$ cat src/rtl/cordic_iter_if.sv
// cordic_iter_if: upstream sample handshake, downstream result handshake and status for cordic_iter.
interface cordic_iter_if;
  logic               in_valid;
  logic               in_ready;
  logic               mode;
  logic signed [17:0] x_in;
  logic signed [17:0] y_in;
  logic signed [15:0] z_in;
  logic        [1:0]  d_in;
  logic               out_valid;
  logic               out_ready;
  logic signed [17:0] x_out;
  logic signed [17:0] y_out;
  logic signed [15:0] z_out;
  logic               busy;

  modport master (
    output in_valid, mode, x_in, y_in, z_in, d_in, out_ready,
    input  in_ready, out_valid, x_out, y_out, z_out, busy
  );

  modport slave (
    input  in_valid, mode, x_in, y_in, z_in, d_in, out_ready,
    output in_ready, out_valid, x_out, y_out, z_out, busy
  );
endinterface

$ cat src/rtl/cordic_iter.sv
// cordic_iter: iterative shift-add CORDIC (rotation/vector mode) on one shared datapath.
// Define CORDIC_GAIN_COMP_EN to add a one-cycle GAIN state that scales x/y back to unity gain.
module cordic_iter #(
  parameter int ITER = 16
) (
  input  logic          clk,
  input  logic          rst,
  cordic_iter_if.slave  io
);
  typedef enum logic [1:0] {
    IDLE = 2'd0,
    RUN  = 2'd1,
`ifdef CORDIC_GAIN_COMP_EN
    GAIN = 2'd3,
`endif
    DONE = 2'd2
  } state_t;

  localparam logic [3:0] LAST = 4'(ITER - 1);

  state_t             state;
  logic        [3:0]  i;
  logic               mode_r;
  logic        [1:0]  d_r;
  logic signed [17:0] xr, yr, xs, ys, xn, yn;
  logic signed [15:0] zr, zn, at;
  logic               s_pos;
  logic               neg;

  function automatic logic signed [15:0] atan_lut(input logic [3:0] k);
    case (k)
      4'd0:    atan_lut = 16'sd8192;
      4'd1:    atan_lut = 16'sd4836;
      4'd2:    atan_lut = 16'sd2555;
      4'd3:    atan_lut = 16'sd1297;
      4'd4:    atan_lut = 16'sd651;
      4'd5:    atan_lut = 16'sd326;
      4'd6:    atan_lut = 16'sd163;
      4'd7:    atan_lut = 16'sd81;
      4'd8:    atan_lut = 16'sd41;
      4'd9:    atan_lut = 16'sd20;
      4'd10:   atan_lut = 16'sd10;
      4'd11:   atan_lut = 16'sd5;
      4'd12:   atan_lut = 16'sd3;
      4'd13:   atan_lut = 16'sd1;
      4'd14:   atan_lut = 16'sd1;
      default: atan_lut = 16'sd0;
    endcase
  endfunction

  // s = +1 drives z toward 0 in rotation mode and y toward 0 in vector mode
  assign s_pos = mode_r ? yr[17] : ~zr[15];
  assign xs    = xr >>> i;
  assign ys    = yr >>> i;
  assign at    = atan_lut(i);
  assign xn    = s_pos ? xr - ys : xr + ys;
  assign yn    = s_pos ? yr + xs : yr - xs;
  assign zn    = s_pos ? zr - at : zr + at;
  assign neg   = ~mode_r && (d_r == 2'b11);

`ifdef CORDIC_GAIN_COMP_EN
  localparam logic signed [34:0] GAIN_K = 35'sd19898;
  localparam logic signed [34:0] ROUND  = 35'sd16384;
  logic signed [34:0] xp, yp;
  logic signed [17:0] xg, yg;

  assign xp = {{17{xr[17]}}, xr} * GAIN_K + ROUND;
  assign yp = {{17{yr[17]}}, yr} * GAIN_K + ROUND;
  assign xg = 18'(xp >>> 15);
  assign yg = 18'(yp >>> 15);
`endif

  assign io.in_ready = (state == IDLE) && !rst;
  assign io.busy     = (state != IDLE);

  always_ff @(posedge clk) begin
    if (rst) begin
      state        <= IDLE;
      i            <= '0;
      mode_r       <= 1'b0;
      d_r          <= '0;
      xr           <= '0;
      yr           <= '0;
      zr           <= '0;
      io.out_valid <= 1'b0;
      io.x_out     <= '0;
      io.y_out     <= '0;
      io.z_out     <= '0;
    end else begin
      case (state)
        IDLE: begin
          if (io.in_valid) begin
            xr     <= io.x_in;
            yr     <= io.y_in;
            zr     <= io.z_in;
            mode_r <= io.mode;
            d_r    <= io.d_in;
            i      <= '0;
            state  <= RUN;
          end
        end
        RUN: begin
          xr <= xn;
          yr <= yn;
          zr <= zn;
          i  <= i + 4'd1;
          if (i == LAST) begin
`ifdef CORDIC_GAIN_COMP_EN
            state <= GAIN;
`else
            // Final micro-rotation result goes straight to the output with the quadrant fix applied
            io.x_out     <= neg ? -xn : xn;
            io.y_out     <= neg ? -yn : yn;
            io.z_out     <= zn;
            io.out_valid <= 1'b1;
            state        <= DONE;
`endif
          end
        end
`ifdef CORDIC_GAIN_COMP_EN
        GAIN: begin
          io.x_out     <= neg ? -xg : xg;
          io.y_out     <= neg ? -yg : yg;
          io.z_out     <= zr;
          io.out_valid <= 1'b1;
          state        <= DONE;
        end
`endif
        DONE: begin
          if (io.out_ready) begin
            io.out_valid <= 1'b0;
            state        <= IDLE;
          end
        end
        default: state <= IDLE;
      endcase
    end
  end
endmodule

$ cat src/flat_wrapper.sv
// flat-port wrapper written by rule: the top's interface ports become plain ports
module cordic_iter_flat 
#(
  parameter int ITER = 16
)
  (clk, rst, io_in_valid, io_mode, io_x_in, io_y_in, io_z_in, io_d_in, io_out_ready, io_in_ready, io_out_valid, io_x_out, io_y_out, io_z_out, io_busy);
  cordic_iter_if io_i ();
  input  logic clk;
  input  logic rst;
  input wire logic [$bits(io_i.in_valid)-1:0] io_in_valid;
  input wire logic [$bits(io_i.mode)-1:0] io_mode;
  input wire logic [$bits(io_i.x_in)-1:0] io_x_in;
  input wire logic [$bits(io_i.y_in)-1:0] io_y_in;
  input wire logic [$bits(io_i.z_in)-1:0] io_z_in;
  input wire logic [$bits(io_i.d_in)-1:0] io_d_in;
  input wire logic [$bits(io_i.out_ready)-1:0] io_out_ready;
  output wire logic [$bits(io_i.in_ready)-1:0] io_in_ready;
  output wire logic [$bits(io_i.out_valid)-1:0] io_out_valid;
  output wire logic [$bits(io_i.x_out)-1:0] io_x_out;
  output wire logic [$bits(io_i.y_out)-1:0] io_y_out;
  output wire logic [$bits(io_i.z_out)-1:0] io_z_out;
  output wire logic [$bits(io_i.busy)-1:0] io_busy;
  assign io_i.in_valid = io_in_valid;
  assign io_i.mode = io_mode;
  assign io_i.x_in = io_x_in;
  assign io_i.y_in = io_y_in;
  assign io_i.z_in = io_z_in;
  assign io_i.d_in = io_d_in;
  assign io_i.out_ready = io_out_ready;
  assign io_in_ready = io_i.in_ready;
  assign io_out_valid = io_i.out_valid;
  assign io_x_out = io_i.x_out;
  assign io_y_out = io_i.y_out;
  assign io_z_out = io_i.z_out;
  assign io_busy = io_i.busy;
  cordic_iter #(.ITER(ITER)) u_core (.clk(clk), .rst(rst), .io(io_i));
endmodule
$ cat config.mk
export PLATFORM = sky130hd
export DESIGN_NAME = cordic_iter_flat
export DESIGN_NICKNAME = d
export VERILOG_FILES = /design/src/rtl/cordic_iter_if.sv /design/src/rtl/cordic_iter.sv /design/src/flat_wrapper.sv
export SDC_FILE = /design/constraint.sdc
export NUM_CORES = 1
export LEC_CHECK = 0
export BUFFER_PORTS_ARGS = -buffer_cell sky130_fd_sc_hd__buf_2
export CAP_MARGIN = 10
export CORE_UTILIZATION = 30
export CTS_BUF_LIST = sky130_fd_sc_hd__clkbuf_4
export DETAILED_ROUTE_END_ITERATION = 6
export PLACE_DENSITY = 0.56
export SETUP_SLACK_MARGIN = 0.15
export SLEW_MARGIN = 0
export SYNTH_ARGS = -nofsm -noshare
export SYNTH_HDL_FRONTEND = slang
export SYNTH_SLANG_ARGS = --single-unit
$ cat constraint.sdc
create_clock -name clk -period 11.6 [get_ports clk]
set_input_delay 1.16 -clock clk [delete_from_list [all_inputs] [get_ports clk]]
set_output_delay 1.16 -clock clk [all_outputs]
set_load 0.05 [all_outputs]
==> impl_metrics.json <==
{
  "synth_seq_cells": 128,
  "cts_num_sinks": 128,
  "avgRoutedWirePerCell_um": 18.6,
  "syn-cell-area_sq_mm": 0.0108,
  "worst_r2r_path_depth": 21,
  "period_share_pct": 52.4,
  "syn_inst": 1340,
  "cts_resized": 0,
  "critPathKind": "reg2reg",
  "drtIter0Drc": 936,
  "yosysUniqueCellTypes": 77,
  "arrival_ns": 6.63,
  "status": "finished clean",
  "yosys-top-cells-area": "dfxtp_1, ha_1, a21oi_1, nor2_1, nand2_1",
  "power_mw": 2.88,
  "synth_area_leader_cell": "dfxtp_1",
  "gp_congestion": 0.901,
  "leakagePower_nw": 4.75,
  "synth.most_common_cell": "nor2_1",
  "cp-end-kind": "register",
  "drc": 0,
  "hp-class": "reg2reg",
  "layout.cells.non_filler": 1873,
  "finalSetupViolCount": 0,
  "ant_nets": 0,
  "p_per_area_mw_per_mm2": 240,
  "rsz0062_at_grt": "false",
  "clock_latency_ns": 0.59,
  "post_drt_via_cell_ratio": 5.52,
  "grt_pass1_wl_um": 54700,
  "final_area_sq_mm": 0.0120,
  "overflow": 0,
  "r2r_start": "u_core.i[0]$_SDFFE_PP0P_",
  "cts_max_path_buffers": 2,
  "slew-limit-headroom_pct": 25.0,
  "die-area_sq_mm": 0.0367,
  "synth-edff-count": 0,
  "area_delta_synth_final_pct": 10.9,
  "cts_tree": "built",
  "period_minus_slack_ns": 6.08,
  "dp.cells": 1840,
  "async_flop_share_pct": 0,
  "r2r_end": "u_core.io.x_out[17]$_SDFFE_PP0P_",
  "initial_core_util_pct": 30.4,
  "fmax_mhz": 165,
  "rows": 69,
  "crit_fanout": 45,
  "postCtsSetupBuffers": 0,
  "critPathLaunch": "u_core.i[0]$_SDFFE_PP0P_",
  "syn_nets": 1463,
  "slew_violations": 0,
  "synthTopCellsByCount": "nor2_1, nand2_1, dfxtp_1",
  "io_buffers": 113,
  "max_cap_viol_count": 0,
  "yosys_warnings": 0,
  "grt_pass1_vias": 9685,
  "synth_top_area_share_pct": 23.8,
  "fin_tns_setup_ns": 0,
  "io_pins": 114,
  "cts_buffers": 17,
  "ir_drop_uv": 95.8,
  "drive_above_1_share_pct": 15.2,
  "grt_max_degree": 76,
  "die_width_um": 192,
  "syn_avg_cell_area_sq_um": 8.05,
  "critPathRequiredTime_ns": 12.15,
  "setup.worst_path.start_class": "register",
  "ys.flop_type": "dfxtp_1",
  "htree_levels": 4,
  "cts_hold_buf": 0,
  "n_fill_cell": 3725,
  "placed_cell_area_sq_mm": 0.0117,
  "tightest_slew_ns": 1.12,
  "grt_usage_pct": 19.1,
  "crit_end": "u_core.io.x_out[17]$_SDFFE_PP0P_",
  "vias": 10300,
  "layout.nets": 1521,
  "hold_viol_final": 0,
  "clk_pin_slew_ns": 0.14,
  "hpwlAfterDp_um": 25600,
  "finalClockSkew_ns": 0.0362,
  "core-area_sq_mm": 0.0355,
  "wl_um": 34800,
  "antenna_found_initial": 1,
  "seq_area_frac_synth_pct": 23.8,
  "die_h_um": 192,
  "cts_root_buffer": "clkbuf_4",
  "drtPass1Iterations": 5,
  "regToRegSetupSlack_ns": 5.52
}
sequential cells by signal, indices dropped and copies added, names as in the netlist, 4 cells and up:
| name | flops |
|---|---|
| u_core.i | 4 |
| u_core.io.x_out | 18 |
| u_core.io.y_out | 18 |
| u_core.io.z_out | 16 |
| u_core.yr | 18 |
| u_core.zr | 16 |
| u_core.at | 14 |
| u_core.xr | 18 |
power by group:
group / internal, mW / total, mW / switching, mW / leakage, nW
Sequential: 0.491 / 0.617 / 0.126 / 1.05
Combinational: 0.764 / 1.92 / 1.15 / 3.54
Clock: 0.151 / 0.343 / 0.192 / 0.162
cells by family after synthesis:
| group | Yosys count | synth area share [%] |
|---|---|---|
| muxes | 80 | 11.8 |
| DFF | 128 | 23.8 |
| xor gates and xnor gates | 112 | 9.10 |
| buffers and inverters | 118 | 4.69 |
| AOI/OAI and AO/OA | 382 | 23.2 |
| and+or+nand+nor | 456 | 19.8 |
| adders and majority gates | 64 | 7.64 |
cell usage in the layout (no fill, tap or decap), drive strengths merged, types with 12 or more instances in the layout:
cell type,Yosys,routed
mux2i,37,37
inv,32,34
a211oi,47,47
xor2,58,58
a221oi,15,15
a22oi,32,32
nand3,23,23
nor2b,17,17
a21oi,117,117
nor2,151,151
buf,22,124
dfxtp,128,128
o21ai,62,62
o21a,13,13
ha,61,61
a21o,13,13
xnor2,54,54
nor3,23,23
clkbuf,63,18
or3,13,13
nand2,140,140
o31ai,12,12
and2,19,19
mux4,33,33
nand2b,18,18
per-layer routing:
layer | vias up | global-route usage [%] | wire length, um
li1 | 5014 | - | -
met1 | 4940 | 27.5 | 16800
met2 | 342 | 29.5 | 15500
met3 | 39 | 2.81 | 1960
met4 | 0 | 4.67 | 536
met5 | - | 0 | 0
how the worst min path moves through the flow:
stage / from / endpoint / slack (ns) / depth (start not counted)
floorplan: u_core.d_r[1]$_SDFFE_PP0P_ / u_core.d_r[1]$_SDFFE_PP0P_ / 0.46 / 2
global placement: u_core.io.z_out[10]$_SDFFE_PP0P_ / u_core.io.z_out[10]$_SDFFE_PP0P_ / 0.44 / 2
detailed placement: u_core.io.x_out[5]$_SDFFE_PP0P_ / u_core.io.x_out[5]$_SDFFE_PP0P_ / 0.44 / 2
CTS: u_core.io.x_out[5]$_SDFFE_PP0P_ / u_core.io.x_out[5]$_SDFFE_PP0P_ / 0.46 / 2
global route: u_core.io.x_out[5]$_SDFFE_PP0P_ / u_core.io.x_out[5]$_SDFFE_PP0P_ / 0.47 / 2
finish: u_core.io.x_out[1]$_SDFFE_PP0P_ / u_core.io.x_out[1]$_SDFFE_PP0P_ / 0.46 / 2
final cells by class:
| class | instances | area (sq um) | share of cell area [%] |
|---|---|---|---|
| Tap cell | 461 | 577 | 4.82 |
| Antenna cell | 1 | 2.50 | 0.0209 |
| Sequential cell | 128 | 2560 | 21.4 |
| Clock inverter | 14 | 164 | 1.37 |
| Inverter | 33 | 124 | 1.04 |
| Multi-Input combinational cell | 1094 | 7740 | 64.7 |
| Clock buffer | 18 | 135 | 1.13 |
| Timing Repair Buffer | 124 | 651 | 5.44 |
critical path, stage by stage (launching register included):
cell and delay, ns:
dfxtp_2 1.01, clkinv_1 0.53, mux2i_1 0.40, o2bb2ai_1 0.21, nor2b_1 0.28, nand2_1 0.09, nor2_1 0.16, nand2_1 0.07
nor2_1 0.24, a21oi_1 0.13, xor2_1 0.18, ha_1 0.34, and2_1 0.23, a21oi_1 0.35, nor2_1 0.09, nor3_1 0.19
o211ai_1 0.18, a211oi_1 0.33, nand4_1 0.20, or3_1 0.36, a2111o_1 0.42, nand3_1 0.07
metrics by stage:
stage / hold slack, ns / worst slack [ns] / util, %
after floorplan: 0.460 / 6.46 / -
after global placement: 0.444 / 5.63 / 32.9
after detailed placement: 0.442 / 5.58 / 32.9
after CTS: 0.459 / 5.55 / 33.7
after global routing: 0.466 / 4.90 / 33.7
final: 0.456 / 5.52 / 33.7
No activity file was read; power rests on OpenSTA's default activity.
